### src/rtl/kamacore_pkg.sv
// Shared kamacore definitions: datapath widths, hazard FSM states and a
// saturating increment for the performance counters.
package kamacore_pkg;

    localparam int cpu_width         = 32;
    localparam int reg_addr_width    = 4;
    localparam int HAZARD_PERF_WIDTH = 32;

    typedef enum logic [1:0] {
        RUN        = 2'd0,
        LOAD_STALL = 2'd1,
        MEM_WAIT   = 2'd2,
        FLUSH      = 2'd3
    } hazard_state_t;

    function automatic logic [HAZARD_PERF_WIDTH-1:0] perf_sat_inc(
        input logic [HAZARD_PERF_WIDTH-1:0] value,
        input logic                         enable
    );
        logic [HAZARD_PERF_WIDTH-1:0] result;
        if (enable && (value != {HAZARD_PERF_WIDTH{1'b1}})) begin
            result = value + {{(HAZARD_PERF_WIDTH-1){1'b0}}, 1'b1};
        end else begin
            result = value;
        end
        return result;
    endfunction

endpackage

### src/rtl/kamacore_hazard_watchdog.sv
// Memory-wait watchdog: counts consecutive stall cycles and raises a sticky
// flag once the run length reaches MEM_TIMEOUT.
module kamacore_hazard_watchdog #(
    parameter int MEM_TIMEOUT = 255
) (
    input  logic clk,
    input  logic reset,
    input  logic mem_stall,
    output logic mem_timeout
);

    // The flag sets on the edge that brings the run length up to MEM_TIMEOUT.
    localparam logic [15:0] TIMEOUT_LAST = 16'(MEM_TIMEOUT - 1);

    logic [15:0] wd_cnt_d;
    logic [15:0] wd_cnt_q;
    logic        timeout_d;
    logic        timeout_q;

    // Next run length and sticky flag
    always_comb begin
        wd_cnt_d  = wd_cnt_q;
        timeout_d = timeout_q;
        if (mem_stall) begin
            if (wd_cnt_q != 16'hFFFF) begin
                wd_cnt_d = wd_cnt_q + 16'd1;
            end else begin
                wd_cnt_d = wd_cnt_q;
            end
            if (wd_cnt_q == TIMEOUT_LAST) begin
                timeout_d = 1'b1;
            end else begin
                timeout_d = timeout_q;
            end
        end else begin
            wd_cnt_d  = 16'd0;
            timeout_d = timeout_q;
        end
    end

    // Watchdog state registers
    always_ff @(posedge clk or posedge reset) begin
        if (reset) begin
            wd_cnt_q  <= 16'd0;
            timeout_q <= 1'b0;
        end else begin
            wd_cnt_q  <= wd_cnt_d;
            timeout_q <= timeout_d;
        end
    end

    assign mem_timeout = timeout_q;

endmodule

### src/rtl/kamacore_hazard_unit.sv
// Pipeline hazard controller: load-use stalls, memory waits and branch flushes.
// Optional performance counters are built with KAMACORE_HAZARD_PERF_EN.
module kamacore_hazard_unit
    import kamacore_pkg::*;
#(
    parameter int FLUSH_CYCLES = 1,
    parameter int MEM_TIMEOUT  = 255
) (
    input  logic                      clk,
    input  logic                      reset,
    input  logic [reg_addr_width:0]   id_rs1,
    input  logic [reg_addr_width:0]   id_rs2,
    input  logic                      id_uses_rs1,
    input  logic                      id_uses_rs2,
    input  logic [reg_addr_width:0]   ex_destination_register,
    input  logic                      ex_control_memory_read,
    input  logic                      ex_control_write_register,
    input  logic                      branch_taken,
    input  logic                      mem_req,
    input  logic                      mem_ready,
    output logic                      pc_hold,
    output logic                      if_id_hold,
    output logic                      if_id_clear,
    output logic                      id_ex_hold,
    output logic                      id_ex_clear,
    output logic                      ex_mem_hold,
    output logic                      mem_wb_clear,
    output logic                      mem_timeout
`ifdef KAMACORE_HAZARD_PERF_EN
    ,
    output logic [HAZARD_PERF_WIDTH-1:0] stall_cycles,
    output logic [HAZARD_PERF_WIDTH-1:0] flush_cycles
`endif
);

    localparam logic [1:0] FLUSH_LOAD = 2'(FLUSH_CYCLES - 1);

    hazard_state_t state_d;
    hazard_state_t state_q;
    hazard_state_t eff_state;
    logic [1:0]    flush_cnt_d;
    logic [1:0]    flush_cnt_q;
    logic          load_use;
    logic          mem_stall;

    assign load_use = ex_control_memory_read && ex_control_write_register &&
                      (ex_destination_register != '0) &&
                      ((id_uses_rs1 && (id_rs1 == ex_destination_register)) ||
                       (id_uses_rs2 && (id_rs2 == ex_destination_register)));
    assign mem_stall = mem_req && !mem_ready;

    // A non-zero flush count is only ever held across a wait that began in FLUSH,
    // so it alone decides where MEM_WAIT resumes; the exit cycle acts as that state.
    assign eff_state = (state_q == MEM_WAIT) ?
                       ((flush_cnt_q != 2'd0) ? FLUSH : RUN) : state_q;

    // State register
    always_ff @(posedge clk or posedge reset) begin
        if (reset) begin
            state_q     <= RUN;
            flush_cnt_q <= 2'd0;
        end else begin
            state_q     <= state_d;
            flush_cnt_q <= flush_cnt_d;
        end
    end

    // Next-state and flush counter
    always_comb begin
        state_d     = RUN;
        flush_cnt_d = flush_cnt_q;
        if (mem_stall) begin
            state_d = MEM_WAIT;
        end else if (branch_taken) begin
            flush_cnt_d = FLUSH_LOAD;
            state_d     = (FLUSH_LOAD != 2'd0) ? FLUSH : RUN;
        end else begin
            case (eff_state)
                FLUSH: begin
                    flush_cnt_d = flush_cnt_q - 2'd1;
                    state_d     = (flush_cnt_q == 2'd1) ? RUN : FLUSH;
                end
                RUN:        state_d = load_use ? LOAD_STALL : RUN;
                LOAD_STALL: state_d = RUN;
                default:    state_d = RUN;
            endcase
        end
    end

    // Stage hold/clear decode, combinational so stage registers act this edge
    always_comb begin
        pc_hold      = 1'b0;
        if_id_hold   = 1'b0;
        if_id_clear  = 1'b0;
        id_ex_hold   = 1'b0;
        id_ex_clear  = 1'b0;
        ex_mem_hold  = 1'b0;
        mem_wb_clear = 1'b0;
        if (reset) begin
            if_id_clear  = 1'b1;
            id_ex_clear  = 1'b1;
            mem_wb_clear = 1'b1;
        end else if (mem_stall) begin
            pc_hold      = 1'b1;
            if_id_hold   = 1'b1;
            id_ex_hold   = 1'b1;
            ex_mem_hold  = 1'b1;
            mem_wb_clear = 1'b1;
        end else if (branch_taken) begin
            if_id_clear = 1'b1;
            id_ex_clear = 1'b1;
        end else begin
            case (eff_state)
                FLUSH: if_id_clear = 1'b1;
                RUN: begin
                    pc_hold     = load_use;
                    if_id_hold  = load_use;
                    id_ex_clear = load_use;
                end
                default: pc_hold = 1'b0;
            endcase
        end
    end

    kamacore_hazard_watchdog #(
        .MEM_TIMEOUT (MEM_TIMEOUT)
    ) u_watchdog (
        .clk         (clk),
        .reset       (reset),
        .mem_stall   (mem_stall),
        .mem_timeout (mem_timeout)
    );

`ifdef KAMACORE_HAZARD_PERF_EN
    logic [HAZARD_PERF_WIDTH-1:0] stall_cycles_d;
    logic [HAZARD_PERF_WIDTH-1:0] stall_cycles_q;
    logic [HAZARD_PERF_WIDTH-1:0] flush_cycles_d;
    logic [HAZARD_PERF_WIDTH-1:0] flush_cycles_q;

    // Saturating performance counter update
    always_comb begin
        stall_cycles_d = perf_sat_inc(stall_cycles_q, pc_hold);
        flush_cycles_d = perf_sat_inc(flush_cycles_q, if_id_clear);
    end

    // Performance counter registers
    always_ff @(posedge clk or posedge reset) begin
        if (reset) begin
            stall_cycles_q <= '0;
            flush_cycles_q <= '0;
        end else begin
            stall_cycles_q <= stall_cycles_d;
            flush_cycles_q <= flush_cycles_d;
        end
    end

    assign stall_cycles = stall_cycles_q;
    assign flush_cycles = flush_cycles_q;
`endif

endmodule

### config.mk
export PLATFORM = sky130hd
export DESIGN_NAME = kamacore_hazard_unit
export DESIGN_NICKNAME = d
export VERILOG_FILES = /design/src/rtl/kamacore_pkg.sv /design/src/rtl/kamacore_hazard_watchdog.sv /design/src/rtl/kamacore_hazard_unit.sv
export SDC_FILE = /design/constraint.sdc
export NUM_CORES = 1
export LEC_CHECK = 0
export CORE_ASPECT_RATIO = 0.75
export CORE_MARGIN = 4
export CORE_UTILIZATION = 49
export CTS_CLUSTER_SIZE = 40
export DETAILED_ROUTE_END_ITERATION = 6
export PLACE_DENSITY_LB_ADDON = 0.1
export SLEW_MARGIN = 20
export SYNTH_ARGS = -nofsm -noshare
export SYNTH_HDL_FRONTEND = slang
export SYNTH_SLANG_ARGS = --single-unit
### constraint.sdc
create_clock -name clk -period 2.8 [get_ports clk]
set_clock_uncertainty 0.05 [all_clocks]
set_input_delay 0.28 -clock clk [delete_from_list [all_inputs] [get_ports clk]]
set_output_delay 0.28 -clock clk [all_outputs]
set_load 0.02 [all_outputs]
==> impl_metrics.env <==
export IMPL_status="finished clean"
export IMPL_hpwl_mm=2.92
export IMPL_clock_power_share_pct=32.9
export IMPL_fin_crit_ps=2490
export IMPL_nNetsFinal=222
export IMPL_fillCellCount=223
export IMPL_p_seq_share_pct=50.5
export IMPL_htree_levels=1
export IMPL_hold_viol=0
export IMPL_via_per_inst=6.08
export IMPL_crit_path_end_kind="output port"
export IMPL_ys_seq_elements=21
export IMPL_finalSetupViolCount=0
export IMPL_cp_arrival_ps=2160
export IMPL_worstHoldPathType="in -> async"
export IMPL_die_w_um=70
export IMPL_drtAntennaViolNets=0
export IMPL_slowest_delay_ps=480
export IMPL_hold_slack_ps=433
export IMPL_p_comb_share_pct=16.6
export IMPL_vias=1392
export IMPL_initial_core_util_pct=52.7
export IMPL_yosysWarnings=0
export IMPL_synth_cell_types=46
export IMPL_p_sw_share_pct=24.6
export IMPL_clk_latency_ps=270
export IMPL_fmax_mhz=401
export IMPL_drt_iter0_drc=118
export IMPL_drive_above_1_share_pct=9.33
export IMPL_internal_power_uw=460
export IMPL_slew_headroom_pct=62.8
export IMPL_grt_pass1_vias=1418
export IMPL_final_cells=229
export IMPL_synthCells=158
export IMPL_routed_wirelength_mm=3.73
export IMPL_antenna_found_initial=0
export IMPL_cts_made_buffers=3
export IMPL_area_growth_pct=28.0
export IMPL_path_max_fanout=3
export IMPL_drc=0
export IMPL_io_buffer_count=31
export IMPL_core_region_area_mm2=0.00268
export IMPL_critPathLaunchType="input pin"
export IMPL_tightest_slew_ps=554
export IMPL_yosysSeqAreaShare_pct=37.2
export IMPL_peakVddDrop_uv=238
export IMPL_power_total_uw=610
export IMPL_antenna_cells=0
export IMPL_placement_cell_area_mm2=0.00176
export IMPL_critPathSlowestCell="clkdlybuf4s50_1"
export IMPL_clk_pin_slew_ps=80
export IMPL_crit_family="buffers and inverters"
export IMPL_pwr_density_cell_mw_per_mm2=337
export IMPL_clock_sinks=21
export IMPL_fin_crit_sh_pct=89.1
export IMPL_cts_hold_buf=0
export IMPL_gp_congestion=0.867
export IMPL_leakagePower_nw=0.739
export IMPL_final_area_mm2=0.00181
export IMPL_rsz0062_at_grt="no"
export IMPL_grt_first_pass_wirelength_mm=6.58
export IMPL_clockRootBuffer="clkbuf_8"
export IMPL_synth_net_count=186
export IMPL_grt_use_total_pct=22.0
export IMPL_switching_power_uw=150
export IMPL_grt_overflow=0
export IMPL_dp_cells=225
export IMPL_slew_viol_final=0
export IMPL_dieArea_mm2=0.00382
export IMPL_clk_path_buf_depth=2
export IMPL_cp_required_ps=2470
export IMPL_crit_type="in -> out"
export IMPL_top_level_ports=32
export IMPL_wl_per_cell_um=16.3
export IMPL_syn_area_per_cell_um2=8.94
export IMPL_grt_max_degree=22
export IMPL_maxCapViolCount=0
export IMPL_path_buf_inv=2
export IMPL_synth_area_mm2=0.00141
export IMPL_first_pass_iters=4
export IMPL_path_cells="clkdlybuf4s50_1, xor2_1, nor4_1, a32oi_1, o41ai_1, dlygate4sd2_1"
export IMPL_rows=16
export IMPL_cts_tree="yes"
export IMPL_die_h_um=54.5
worst reg2reg max path: stages, from the launching register on:
cell and delay, ps:
dfrtp_1 420, ha_1 240, nand3_1 210, nor3_1 530
o21ai_0 200, a21oi_1 160
kinds of logic after synthesis:
kind of cell    synth area share (%)
fa+ha+maj                       3.54
simple gates                    29.0
flops                           37.2
compound gates                  16.7
buf+inv                         6.02
xor+xnor                        6.82
mux                            0.709
layout by cell type (no fill, tap or decap), types with 7 or more instances in the layout:
cell / count
xor2_1: 8
nor3_1: 9
nand3_1: 7
nand2_1: 8
a21oi_1: 11
nor2_1: 9
dfrtp_1: 21
clkdlybuf4s50_1: 28
inv_1: 11
path summary, 6_finish.rpt:
check	depth (start not counted)	startpoint	to	slack, ps
setup / recovery	6	ex_destination_register[3]	pc_hold	310
hold / removal	3	reset	u_watchdog.wd_cnt_q[2]$_DFFE_PP0P_	430
setup reg to reg	5	u_watchdog.wd_cnt_q[1]$_DFFE_PP0P_	u_watchdog.wd_cnt_q[11]$_DFFE_PP0P_	930
hold reg to reg	1	u_watchdog.mem_timeout$_DFFE_PP0P_	u_watchdog.mem_timeout$_DFFE_PP0P_	440
max in group asynchronous	3	reset	u_watchdog.wd_cnt_q[8]$_DFFE_PP0P_	2040
min in group clk	1	u_watchdog.mem_timeout$_DFFE_PP0P_	u_watchdog.mem_timeout$_DFFE_PP0P_	440
layer usage:
layer  routed length, um  track usage [%]  vias up
met2                1740             37.9       56
met3                 258             4.95        4
met1                1710             28.6      674
li1                    -                -      658
met5                   0                0        -
met4                  21             5.41        0
metrics by stage:
step / util, % / worst slack [ps] / setup TNS (ps)
after global routing: 67.4 / 138 / 0
after global placement: 65.7 / 25.9 / 0
after CTS: 67.3 / 13.0 / 0
final: 67.4 / 305 / 0
after floorplan: - / 435 / 0
after detailed placement: 65.7 / -62.2 / -122
cell usage after synthesis, drive strengths merged:
master	instances	share of area (%)
a211oi	4	2.1
a21oi	11	3.9
a311oi	1	0.62
a31o	1	0.62
a31oi	2	0.89
a32oi	1	0.62
a41oi	1	0.62
and2	2	0.89
and3	3	1.5
and4	3	2.0
buf	3	1.9
clkbuf	2	1.2
dfrtp	21	37
ha	4	3.5
inv	11	2.9
mux2i	1	0.71
nand2	10	3.7
nand2b	1	0.44
nand3	7	2.5
nand4	6	3.1
nor2	9	2.4
nor2b	2	0.89
nor3	9	3.2
nor4	5	2.7
nor4b	1	0.62
o21ai	8	2.8
o22ai	1	0.44
o2bb2ai	1	0.62
o31ai	3	1.6
o41ai	3	1.9
or2	2	0.89
or3	5	2.6
or4	3	1.6
xnor2	3	1.9
xor2	8	5.0
registers in the layout, summed over array words and instances (netlist names):
signal	flops
flush_cnt_q	2
u_watchdog.mem_timeout	1
u_watchdog.wd_cnt_q	16
state_q	2
cell type report:
class / instances / area, um^2 / area share (%)
multi-input cells: 121 / 802 / 44.4
flip-flops and latches: 21 / 526 / 29.1
repair buffers: 36 / 348 / 19.2
well taps: 36 / 45.0 / 2.49
clock buffers: 3 / 41.3 / 2.28
inverters: 11 / 41.3 / 2.28
clock inverters: 1 / 5.00 / 0.277
repair_timing:
item,CTS,global route
endpoints found under the hold margin,0,0
setup endpoints to repair,2,2
pin swaps,0,0
resized for setup,2,2
buffers inserted,0,0
power by group through the flow:
| stage | combinational (mW) | sequential (mW) | clock (mW) |
|---|---|---|---|
| CTS | 0.102 | 0.308 | 0.204 |
| global placement | 0.100 | 0.313 | 0 |
| floorplan | 0.0441 | 0.313 | 0 |
| global route | 0.110 | 0.308 | 0.225 |
| finish | 0.101 | 0.308 | 0.201 |
| detailed placement | 0.102 | 0.314 | 0 |
Power figures use the tool's default switching activity.
